**src/rtl/beat_timing_sequencer.sv**
```systemverilog
// Beat timing sequencer: three-phase T ring and W beat one-hot
// for the hardwired controller, with debounced start and stepping.
module beat_timing_sequencer #(
    parameter int SYNC_STAGES = 2,
    parameter int DB_LIMIT    = 4,
    parameter int DB_CNT_W    = 8
) (
    input  logic       CLK,
    input  logic       CLR,
    input  logic       QD,
    input  logic       DP,
    input  logic       SHORT,
    input  logic       LONG,
    input  logic       STOP,
    output logic [2:0] T,
    output logic [2:0] W,
    output logic       RUN
);

    typedef enum logic {
        HALT    = 1'b0,
        RUNNING = 1'b1
    } state_t;

    localparam logic [DB_CNT_W-1:0] DB_LAST = DB_CNT_W'(DB_LIMIT - 1);

    state_t                 state_q;
    state_t                 state_d;
    logic [2:0]             t_d;
    logic [2:0]             w_d;
    logic [2:0]             w_next;
    logic [SYNC_STAGES-1:0] sync_q;
    logic                   synced;
    logic                   db_level;
    logic [DB_CNT_W-1:0]    db_cnt;
    logic                   start_evt;

    assign synced = sync_q[SYNC_STAGES-1];
    assign RUN    = (state_q == RUNNING);

    // Bring the asynchronous button into the CLK domain.
    always_ff @(posedge CLK or negedge CLR) begin
        if (!CLR) begin
            sync_q <= '0;
        end else begin
            sync_q <= {sync_q[SYNC_STAGES-2:0], QD};
        end
    end

    // Debounce: level follows synced value only after DB_LIMIT
    // consecutive differing cycles; a 0->1 change emits start_evt.
    always_ff @(posedge CLK or negedge CLR) begin
        if (!CLR) begin
            db_level  <= 1'b0;
            db_cnt    <= '0;
            start_evt <= 1'b0;
        end else begin
            start_evt <= 1'b0;
            if (synced == db_level) begin
                db_cnt <= '0;
            end else if (db_cnt == DB_LAST) begin
                db_level  <= synced;
                db_cnt    <= '0;
                start_evt <= synced;
            end else begin
                db_cnt <= db_cnt + DB_CNT_W'(1);
            end
        end
    end

    // Beat chosen at the T3 boundary; SHORT wins over LONG in W1.
    always_comb begin
        w_next = 3'b001;
        unique case (1'b1)
            W[0]:    w_next = SHORT ? 3'b001 : 3'b010;
            W[1]:    w_next = LONG ? 3'b100 : 3'b001;
            W[2]:    w_next = 3'b001;
            default: w_next = 3'b001;
        endcase
    end

    // Next state: phase rotation, beat advance and halting decisions.
    always_comb begin
        state_d = state_q;
        t_d     = T;
        w_d     = W;
        unique case (state_q)
            HALT: begin
                if (start_evt) begin
                    state_d = RUNNING;
                    t_d     = 3'b001;
                end
            end
            RUNNING: begin
                unique case (1'b1)
                    T[2]: begin
                        w_d = w_next;
                        if (STOP || DP) begin
                            t_d     = 3'b000;
                            state_d = HALT;
                        end else begin
                            t_d = 3'b001;
                        end
                    end
                    T[1]:    t_d = 3'b100;
                    T[0]:    t_d = 3'b010;
                    default: t_d = 3'b001;
                endcase
            end
            default: begin
                state_d = HALT;
                t_d     = 3'b000;
            end
        endcase
    end

    // Registered timing outputs.
    always_ff @(posedge CLK or negedge CLR) begin
        if (!CLR) begin
            state_q <= HALT;
            T       <= 3'b000;
            W       <= 3'b001;
        end else begin
            state_q <= state_d;
            T       <= t_d;
            W       <= w_d;
        end
    end

endmodule

```
**config.mk**
```make
export PLATFORM = sky130hd
export DESIGN_NAME = beat_timing_sequencer
export DESIGN_NICKNAME = d
export VERILOG_FILES = /design/src/rtl/beat_timing_sequencer.sv
export SDC_FILE = /design/constraint.sdc
export NUM_CORES = 1
export LEC_CHECK = 0
export CAP_MARGIN = 20
export CELL_PAD_IN_SITES_DETAIL_PLACEMENT = 0
export CELL_PAD_IN_SITES_GLOBAL_PLACEMENT = 1
export CORE_MARGIN = 2
export CORE_UTILIZATION = 49
export DETAILED_ROUTE_END_ITERATION = 8
export DONT_BUFFER_PORTS = 1
export PLACE_DENSITY = 0.76
export SLEW_MARGIN = 20
export SYNTH_ARGS = -nofsm -noshare
export SYNTH_HDL_FRONTEND = slang
export SYNTH_SLANG_ARGS = --single-unit
```
**constraint.sdc**
```tcl
create_clock -name CLK -period 3 [get_ports CLK]
set_clock_uncertainty 0.1 [all_clocks]
set_input_delay 0.45 -clock CLK [delete_from_list [all_inputs] [get_ports CLK]]
set_output_delay 0.45 -clock CLK [all_outputs]
set_load 0.05 [all_outputs]
```
# --- Word level (Yosys, flattened, before mapping) ---
# Cells that the tools add are included.
op_classes:
  bitwise: 2
  reduce_logical: 3
  addsub: 1
  muxes: 15
  eq_ne: 3
op_table:
  columns: ["cell", "n"]
  rows:
  - ["8-bit two-way mux", 2]
  - ["3-bit case mux with 2 select lines", 2]
  - ["3-bit case mux with 3 select lines", 1]
  - ["8-bit by 1-bit adder with 8-bit output (second input constant)", 1]
  - ["8-bit by 2-bit == test with 1-bit output (second input constant)", 1]
  - ["1-bit two-way mux", 6]
  - ["3-bit two-way mux", 2]
  - ["2-bit AND reduction", 2]
  - ["2-bit two-way mux", 1]
  - ["2-bit != test (second input constant)", 1]
  - ["1-bit inverter", 2]
  - ["1-bit case mux with 2 select lines", 1]
  - ["1-bit == test", 1]
  - ["1-bit logical OR", 1]
word_totals:
  ff_bits: 19
  output_inout_bits: 7
  input_bits: 7
  word_cells: 31

# --- Longest topological paths before layout ---
# Gate-level depths: netlist (run 1).
logic_depth:
  word_depth: 4
  mapped_depth: 4
  ltp_nobuf: 4

# --- Least setup slack after synthesis (run 1) ---
# Ideal clock, no wire load.
synth_timing:
  path_type: "register to register"
  startpoint: "reg db_cnt[0]"
  endpoint: "reg db_level"
  required_time_ps: 2775
  n_path_buf: 0
  setup_time_ps: 125
  t_arrival_ps: 1248
  setup_slack_ps: 1527
  period_less_slack_ps: 1473
  stages_incl_launch_ff: 5
  cell_sequence: "dfrtp_1 ha_1 nor4b_2 nand2_2 mux2_4"
synth_between:
  elab_chain_cells: 2
synth_rtl:
  columns: ["element", "line", "source"]
  rows:
  - ["start: declaration", "35", "logic [DB_CNT_W-1:0] db_cnt;"]
  - ["start signal: assignment", "66", "db_cnt <= db_cnt + DB_CNT_W'(1);"]
  - ["8-bit by 2-bit == test with 1-bit output", "61", "end else if (db_cnt == DB_LAST) begin"]
  - ["2-bit AND reduction (no line)", null, null]
  - ["end signal: assignment", "62", "db_level <= synced;"]
  - ["end: declaration", "34", "logic db_level;"]
# Every way passes these cells.
# A chain may end at the register's enable or synchronous reset.

# --- Worst setup path in the final report (run 1) ---
layout_timing:
  startpoint: "reg state_q (netlist: RUN)"
  endpoint: "out RUN"
layout_rtl:
  columns: ["element", "line", "source"]
  rows:
  - ["start: declaration", "27", "state_t state_q;"]
  - ["start signal: assignment", "124", "state_q <= state_d;"]
  - ["end: declaration", "17", "output logic RUN"]
# No word-level cell between the ends.

==> impl_metrics.tcl, run 1 <==
set metrics [dict create \
    rr_startpoint "db_cnt[0]$_DFF_PN0_" \
    grt_max_degree 20 \
    numCtsBuffers 3 \
    min-delay-start "QD" \
    timing.final.ws_setup_ns 1.40 \
    finalHoldViolations 0 \
    use_met2_pct 23.8 \
    portBuffers 0 \
    cts_hold_buf 1 \
    wirelength_mm 1.28 \
    antenna_found_initial 0 \
    worstSetupStartpointType "flip-flop" \
    drc 0 \
    cp_max_fo 9 \
    synthesis.area_um2 801 \
    start_util_pct 52.5 \
    drive_above_1_share_pct 12.8 \
    die_w_um 44.4 \
    place_congestion 0.682 \
    final_net_count 87 \
    dpl_worst_slack_ns 1.44 \
    cts_buffer_depth 2 \
    syn_avg_cell_area_um2 11.0 \
    grt_use_met3_pct 5.71 \
    slew_headroom_pct 46.6 \
    cts_setup_buffers 0 \
    grt_pass1_vias 530 \
    row_count 14 \
    power.density_nw_per_um2 973 \
    status "finished, final reports clean" \
    grt_first_pass_wirelength_mm 2.28 \
    avgRoutedWirePerCell_um 13.7 \
    clock_latency_ns 0.28 \
    worstHoldPathCells 0 \
    path_depth 0 \
    cts_resized 0 \
    fill_cells 145 \
    yosysSeqAreaShare_pct 59.5 \
    grt-busiest-layer "met2" \
    hpwl_um 956 \
    coreArea_um2 1520 \
    irDropWorstVdd_mv 0.457 \
    gr-total-overflow 0 \
    root_buffer "clkbuf_4" \
    crit_start "RUN$_DFF_PN0_" \
    arrival_ns 1.05 \
    rsz0062_at_grt "false" \
    ys_seq_elements 19 \
    syn_nets 81 \
    critPathRequiredTime_ns 2.45 \
    rr_worst_depth 4 \
    end_kind "output pin" \
    via_per_inst 5.65 \
    hold_path_class "in2reg" \
    muxShareOfSynthArea_pct 1.88 \
    ys_types 24 \
    htreeDepth 1 \
    setup_viol 0 \
    synth_xor_xnor_area_share_pct 4.38 \
    max_cap_violations 0 \
    layout.cells.non_filler 94 \
    area_delta_synth_final_pct 7.03 \
    vias 531 \
    power.leakage_nw 0.366 \
    firstDrtPassIters 2 \
    fin_crit_sh_pct 53.4 \
    grt_usage_pct 16.2 \
    clk_pin_slew_ns 0.10 \
    worst-slew-pin-transition_ns 0.798 \
    ios 14 \
    tns_ns 0 \
    synth_compound_area_share_pct 12.5 \
    synth-simple-area-share_pct 19.2 \
    achievable-frequency_mhz 624 \
    synthAdderAreaFrac_pct 1.56 \
    dp.cells 89 \
    yosys_warnings 0 \
    path_class "reg2out" \
    clock_sinks 19 \
    layout_min_cycle_time_ns 1.60 \
    antenna_cells 0 \
    die_h_um 44.4 \
    synthCells 73 \
    synth_top_family_by_area "simple AND/OR/NAND/NOR gates" \
    slew_viol_final 0 \
    die_area_um2 1970 \
    ant_nets 0 \
    cts_tree "built" \
    drtIter0Drc 7 \
    gr-usage-met1_pct 23.4 \
]
==> worst paths after layout <==
kind                                         to  slack (ns)
max                                         RUN        1.40
min                         sync_q[0]$_DFF_PN0_        0.08
max reg2reg                db_level$_DFFE_PN0P_        1.42
min reg2reg                 sync_q[1]$_DFF_PN0_        0.26
max in group asynchronous   db_cnt[1]$_DFF_PN0_        1.72
min in group asynchronous   db_cnt[7]$_DFF_PN0_        0.59
==> cell type report <==
cell class	instances	area (µm²)	share of cell area, %
clock buffer	4	26.3	3.07
inverter	2	7.51	0.876
multi-input combinational	52	317	36.9
sequential	19	477	55.6
tap	16	20.0	2.34
timing repair buffer	1	10.0	1.17
==> synthesized netlist by cell type <==
cell | count | area (µm²)
dfrtp_1 | 18 | 450
o21ai_0 | 9 | 45.0
a21bo_2 | 1 | 10.0
o22a_1 | 1 | 8.76
xnor2_1 | 1 | 8.76
o31ai_1 | 1 | 7.51
nand2b_1 | 2 | 12.5
nand2_2 | 1 | 6.26
a21oi_2 | 1 | 8.76
nor4b_2 | 1 | 15.0
nor3_1 | 3 | 15.0
nand4_1 | 1 | 6.26
nor3b_1 | 1 | 7.51
nor2_1 | 5 | 18.8
ha_1 | 1 | 12.5
xor2_1 | 3 | 26.3
mux2_4 | 1 | 15.0
nand3_1 | 4 | 20.0
dfstp_2 | 1 | 26.3
inv_1 | 2 | 7.51
and3_2 | 1 | 7.51
a21oi_1 | 4 | 20.0
nand2_1 | 7 | 26.3
or3_1 | 3 | 18.8
==> report_power, final <==
part / internal, mW / switching, mW / total (mW) / leakage [nW]
logic: 0.0800 / 0.0841 / 0.164 / 0.106
clock network: 0.0516 / 0.0712 / 0.123 / 0.0150
registers: 0.325 / 0.222 / 0.547 / 0.245
total: 0.457 / 0.377 / 0.834 / 0.366
==> placed cells by master, fill, tap and decap left out, types with 2 or more instances in the layout <==
master / count
dfrtp_1: 18
or3_1: 3
nor3_1: 3
nand3_1: 4
nand2_1: 7
a21oi_1: 4
inv_1: 2
nand2b_1: 2
clkbuf_4: 3
xor2_1: 3
nor2_1: 5
o21ai_0: 9
==> cells by family (layout without fill, tap and decap cells) <==
| kind of cell | after synthesis | after routing |
|---|---|---|
| adders and majority gates | 1 | 1 |
| DFF | 19 | 19 |
| muxes | 1 | 1 |
| AOI/OAI and AO/OA | 17 | 17 |
| buffers and inverters | 2 | 7 |
| and+or+nand+nor | 29 | 29 |
| xor gates and xnor gates | 4 | 4 |
==> registers in the layout, indices dropped and copies added (netlist names) <==
name	cells
sync_q	2
db_level	1
start_evt	1
T	3
W	3
RUN	1
db_cnt	8
==> through the flow <==
step	instance area [µm²]	hold slack, ns	total power, mW	util, %
after floorplan	801	0.0544	0.669	-
after global placement	821	0.0548	0.708	53.9
after detailed placement	821	0.0549	0.713	53.9
after CTS	857	0.0774	0.839	56.2
after global routing	857	0.0606	0.885	56.2
final	857	0.0840	0.834	56.2
==> layer usage <==
metal,up-vias,wire [µm]
met5,-,0
met3,0,55
met4,0,0
met1,251,643
li1,269,-
met2,11,585
(Power assumes the default switching activity.)
==> run 2, diff against run 1 <==
Settings changed: ABC_AREA set to 1, CORE_ASPECT_RATIO set to 1.4, CORE_UTILIZATION 49 to 44, PLACE_DENSITY 0.76 to 0.72.
Clock period 3 ns to 1.64 ns, I/O delays scaled along.
==> run 2 against run 1 <==
Against the previous run: final cell count grew 39%; die area grew 17%; wire length grew 6.1%; synthesized cell count grew 36%; combinational power grew to 4.1 times the previous value; clock power grew 87%; critical path type unchanged; largest cell class unchanged; largest power group unchanged; highest routed layer is now met4.
==> impl_metrics.tcl, run 2 <==
set metrics [dict create \
    power.leakage_nw 0.486 \
    synth_enable_flop_cells 0 \
    fill_cells 174 \
    worstSetupStartpointType "flip-flop" \
    yosys_warnings 0 \
    drc 0 \
    via_per_inst 4.80 \
    crit_buf_inv 1 \
    synth_xor_xnor_area_share_pct 3.07 \
    numCtsBuffers 3 \
    yosysTopAreaCell "dfrtp_1" \
    avgRoutedWirePerCell_um 10.4 \
    largest_register_ffs 8 \
    total_power_mw 1.66 \
    die_w_um 41.2 \
    drtIter0Drc 10 \
    start_util_pct 47.4 \
    dp.cells 125 \
    grt_usage_pct 14.6 \
    htreeDepth 1 \
    achievable-frequency_mhz 727 \
    gr-total-overflow 0 \
    layout_common_cells "nand2_1 (23), dfrtp_1 (18), inv_1 (17), nor2_1 (10), o21ai_0 (7)" \
    timing.final.ws_setup_ns 0.265 \
    vias 629 \
    synthesis.area_um2 855 \
    end_kind "output pin" \
    ys_types 20 \
    die_area_um2 2320 \
    seq_area_um2 477 \
    dpl_worst_slack_ns 0.396 \
    final_net_count 120 \
    layout.cells.non_filler 131 \
    cts_buffer_depth 2 \
    rsz0062_at_grt "false" \
    portBuffers 0 \
    clock_sinks 19 \
    place_congestion 0.755 \
    yosysSeqAreaShare_pct 55.8 \
    reg2reg_slack_ns 0.39 \
    cts_resized 0 \
    cp_max_fo 2 \
    synth-simple-area-share_pct 24.6 \
    antenna_found_initial 0 \
    hpwl_mm 1.09 \
    placed_cell_area_um2 925 \
    reg_top3 "db_cnt (8), T (3), W (3)" \
    muxShareOfSynthArea_pct 0 \
    layout_commonest_cell "nand2_1" \
    status "finished, final reports clean" \
    synth_area_leaders "dfrtp_1 (53%), nand2_1 (10%), inv_1 (7.5%), nor2_1 (4.4%), o21ai_0 (4.1%)" \
    worst-slew-pin-transition_ns 0.819 \
    root_buffer "clkbuf_4" \
    cp_top_family "flip-flops" \
    wirelength_mm 1.36 \
    coreArea_um2 1800 \
    synth.most_common_cell "nand2_1" \
    fin_crit_sh_pct 83.8 \
    ios 14 \
    slew_viol_final 0 \
    arrival_ns 1.03 \
    clk_pin_slew_ns 0.10 \
    cts_setup_buffers 0 \
    area_delta_synth_final_pct 13.8 \
    path_class "reg2out" \
    async_flop_share_pct 100 \
    synth_flop_cell "dfrtp_1" \
    synth_top_area_share_pct 52.7 \
    syn_nets 107 \
    layout_min_cycle_time_ns 1.38 \
    final_util_pct 54.0 \
    cp_cell_sequence "buf_4" \
    holdWs_ns 0.0506 \
    firstDrtPassIters 5 \
    synth_compound_area_share_pct 7.17 \
    hold_path_class "in2reg" \
    grt_pass1_vias 609 \
    slew_headroom_pct 45.2 \
    ant_nets 0 \
    finalHoldViolations 0 \
    irDropWorstVdd_mv 0.979 \
    row_count 18 \
    max_cap_violations 0 \
    power.density_nw_per_um2 1700 \
    synthTopCellsByCount "nand2_1 (23), dfrtp_1 (18), inv_1 (17), nor2_1 (10), o21ai_0 (7)" \
    die_h_um 56.1 \
    ys_seq_elements 19 \
    synth_top_family_by_area "simple AND/OR/NAND/NOR gates" \
    antenna_cells 0 \
    tns_ns 0 \
    multi_input_area_um2 310 \
    regMostFlops "db_cnt" \
    postLayoutCellArea_um2 972 \
    clock_latency_ns 0.29 \
    cpPeakStageDelay_ns 0.55 \
    syn_avg_cell_area_um2 8.63 \
    critPathRequiredTime_ns 1.29 \
    setup_viol 0 \
    grt_first_pass_wirelength_mm 2.31 \
    synthCells 99 \
    cts_tree "built" \
    crit_slowest_cell "dfstp_2" \
    grt_max_degree 20 \
    synthAdderAreaFrac_pct 1.46 \
    drive_above_1_share_pct 18.9 \
]
[run 2: per-layer routing]
metal | vias up | share of wire (%) | track usage (%)
met1 | 284 | 41 | 16.2
met2 | 16 | 51 | 24.8
met5 | - | 0 | 0
met3 | 4 | 5.6 | 2.40
li1 | 325 | - | -
met4 | 0 | 2.1 | 6.91
[run 2: final cells by class]
type                    count  share of cell area (%)
repair buffers              8                    6.69
flip-flops and latches     19                    49.0
inverters                  18                    6.95
clock inverters             1                   0.515
well taps                  20                    2.57
multi-input cells          62                    31.9
clock buffers               3                    2.32
[run 2: power breakdown]
group | total [mW] | internal [mW] | leakage, nW | switching, mW
combinational | 0.680 | 0.210 | 0.225 | 0.470
sequential | 0.746 | 0.603 | 0.243 | 0.143
clock | 0.230 | 0.0908 | 0.0177 | 0.139
[run 2: timing repair]
action / CTS / global route
hold buffers: 2 / 0
hold endpoints to repair: 20 / 0
endpoints found under the setup margin: 0 / 0
[run 2: worst paths after layout]
path / startpoint / endpoint / cells after the start
hold reg to reg: sync_q[0]$_DFF_PN0_ / sync_q[1]$_DFF_PN0_ / 0
setup / recovery: W[0]$_DFFE_PN1P_ / W[0] / 1
hold / removal: SHORT / W[1]$_DFFE_PN0P_ / 3
min in group asynchronous: CLR / W[2]$_DFFE_PN0P_ / 1
setup reg to reg: db_cnt[0]$_DFF_PN0_ / db_cnt[0]$_DFF_PN0_ / 6
max in group asynchronous: CLR / start_evt$_DFF_PN0_ / 1
[run 2: cell families after synthesis]
group / Yosys count
adder cells (fa/ha/maj): 1
AO/OA/AOI/OAI: 11
flip-flops: 19
AND/OR/NAND/NOR: 47
buffers and inverters: 18
XOR/XNOR: 3
==> run 3, diff against run 2 <==
Settings changed: CORE_UTILIZATION 44 to 40, PLACE_DENSITY 0.72 to 0.69.
Clock period 1.64 ns to 1.2 ns, I/O delays scaled along.
==> run 3 against run 2 <==
Against the previous run: the flow now finishes with violations (hold timing, setup timing); flip-flop and latch count is the same; total power grew 56%; design area grew 16%; final cell count grew 7.6%; clock-buffer cell count grew 1; wire length grew 12%; setup slack lost 0.34 ns; critical path depth is the same; critical path type unchanged; largest power group is now combinational cells.
==> impl_metrics.tcl, run 3 (same netlist as run 2, synthesis figures left out) <==
set metrics [dict create \
    failed_checks "hold timing, setup timing" \
    wirelength_mm 1.53 \
    vias 683 \
    cts_tree "built" \
    fin_crit_sh_pct 107 \
    die_w_um 43.1 \
    final_net_count 129 \
    crit_buf_inv 1 \
    layout_commonest_cell "nand2_1" \
    multi_input_area_um2 359 \
    cpPeakStageDelay_ns 0.56 \
    via_per_inst 4.84 \
    portBuffers 0 \
    seq_area_um2 479 \
    setup_viol 1 \
    avgRoutedWirePerCell_um 10.8 \
    reg2reg_slack_ns 0.01 \
    holdWs_ns -0.0560 \
    irDropWorstVdd_mv 0.957 \
    end_kind "output pin" \
    clock_power_share_pct 12.4 \
    clk_pin_slew_ns 0.10 \
    slew_viol_final 0 \
    grt_first_pass_wirelength_mm 2.76 \
    clock_latency_ns 0.30 \
    clock_sinks 19 \
    numCtsBuffers 3 \
    power.density_nw_per_um2 2280 \
    path_class "reg2out" \
    rsz0062_at_grt "true" \
    cts_buffer_depth 2 \
    worst-slew-pin-transition_ns 0.847 \
    area_delta_synth_final_pct 32.5 \
    timing.final.ws_setup_ns -0.0797 \
    cp_top_family "flip-flops" \
    grt_max_degree 20 \
    grt_usage_pct 14.7 \
    dp.cells 128 \
    arrival_ns 1.00 \
    max_cap_violations 0 \
    regMostFlops "db_cnt" \
    swShare_pct 43.9 \
    die_h_um 58.7 \
    power.leakage_nw 0.545 \
    power_switching_mw 1.13 \
    crit_slowest_cell "dfstp_2" \
    p_comb_share_pct 49.4 \
    gr-total-overflow 0 \
    grt_pass1_vias 715 \
    drive_above_1_share_pct 30.8 \
    reg_top3 "db_cnt (8), T (3), W (3)" \
    antenna_found_initial 0 \
    cp_cell_sequence "buf_8" \
    drtIter0Drc 8 \
    hold_path_class "in2async" \
    cp_max_fo 2 \
    ant_nets 0 \
    achievable-frequency_mhz 781 \
    die_area_um2 2530 \
    layout_common_cells "nand2_1 (20), dfrtp_1 (16), inv_1 (14), nor2_1 (9)" \
    status "complete, but fails checks" \
    row_count 19 \
    antenna_cells 0 \
    layout.cells.non_filler 141 \
    hpwl_mm 1.09 \
    firstDrtPassIters 4 \
    root_buffer "clkbuf_4" \
    finalHoldViolations 18 \
    dpl_worst_slack_ns -0.0412 \
    coreArea_um2 2000 \
    worstSetupStartpointType "flip-flop" \
    critPathRequiredTime_ns 0.92 \
    start_util_pct 42.8 \
    p_int_mw 1.45 \
    ios 14 \
    largest_register_ffs 8 \
    place_congestion 0.713 \
    fill_cells 187 \
    slew_headroom_pct 43.5 \
    seqPwrFrac_pct 38.2 \
    drc 0 \
    htreeDepth 1 \
    layout_min_cycle_time_ns 1.28 \
]
==> run 3: cell types whose count changed in the layout (fill, tap and decap cells not counted), moves of 2 or more <==
cell / delta
buf_6: +5
dfrtp_1: -2
dfrtp_2: +2
dlygate4sd3_1: +3
inv_1: -3
inv_2: +2
nand2_1: -3
nand2_2: +2
o21ai_0: -2
o21ai_1: +2
==> run 3: what timing repair did <==
| action | 4_1_cts | 5_1_grt |
|---|---|---|
| pin swaps | 3 | 10 |
| hold buffers | 6 | 0 |
| buffers inserted | 3 | 2 |
| resized for setup | 7 | 16 |
| setup endpoints to repair | 5 | 35 |
| endpoints found under the hold margin | 23 | 0 |
| gates cloned | 0 | 0 |
==> run 3: area by class of cell <==
cell class	instances	share of cell area, %
flip-flops and latches	19	42.3
clock buffers	4	2.32
multi-input cells	62	31.7
well taps	21	2.32
repair buffers	17	15.1
inverters	18	6.19
==> run 3: per-layer routing <==
metal	GRT usage [%]	wire, µm	up-vias	part of all wire, %
li1	-	-	342	-
met1	14.4	611	320	40
met2	28.8	816	16	53
met3	2.15	58	5	3.8
met4	7.79	42	0	2.7
met5	0	0	-	0
==> run 3: power groups by stage <==
stage	combinational, mW	clock [mW]	sequential [mW]
final	1.27	0.320	0.987
after global placement	1.05	0	0.956
after CTS	1.21	0.339	0.952
after global routing	1.40	0.354	1.01
after detailed placement	1.06	0	0.962
after floorplan	0.354	0	1.36
==> run 3: worst paths after layout <==
kind	startpoint	end	depth (start not counted)
worst max-delay path	W[0]$_DFFE_PN1P_	W[0]	1
worst max register to register	db_cnt[0]$_DFF_PN0_	db_cnt[2]$_DFF_PN0_	6
max in group asynchronous	CLR	RUN$_DFF_PN0_	1
worst min register to register	sync_q[0]$_DFF_PN0_	sync_q[1]$_DFF_PN0_	0
min in group CLK	LONG	W[2]$_DFFE_PN0P_	3
worst min-delay path	CLR	T[2]$_DFFE_PN0P_	1
==> run 3: per-stage QoR <==
stage                     utilization, %  hold slack, ns  TNS [ns]  total power [mW]  instance area, µm²
after floorplan                        -          -0.216         0              1.72                 857
after global placement              47.2          -0.215         0              2.00                 943
after detailed placement            47.2          -0.215    -0.114              2.02                 943
after CTS                           53.8          0.0423    -0.129              2.50                1070
after global routing                56.7          0.0222    -0.453              2.76                1130
final                               56.7         -0.0560   -0.0797              2.58                1130
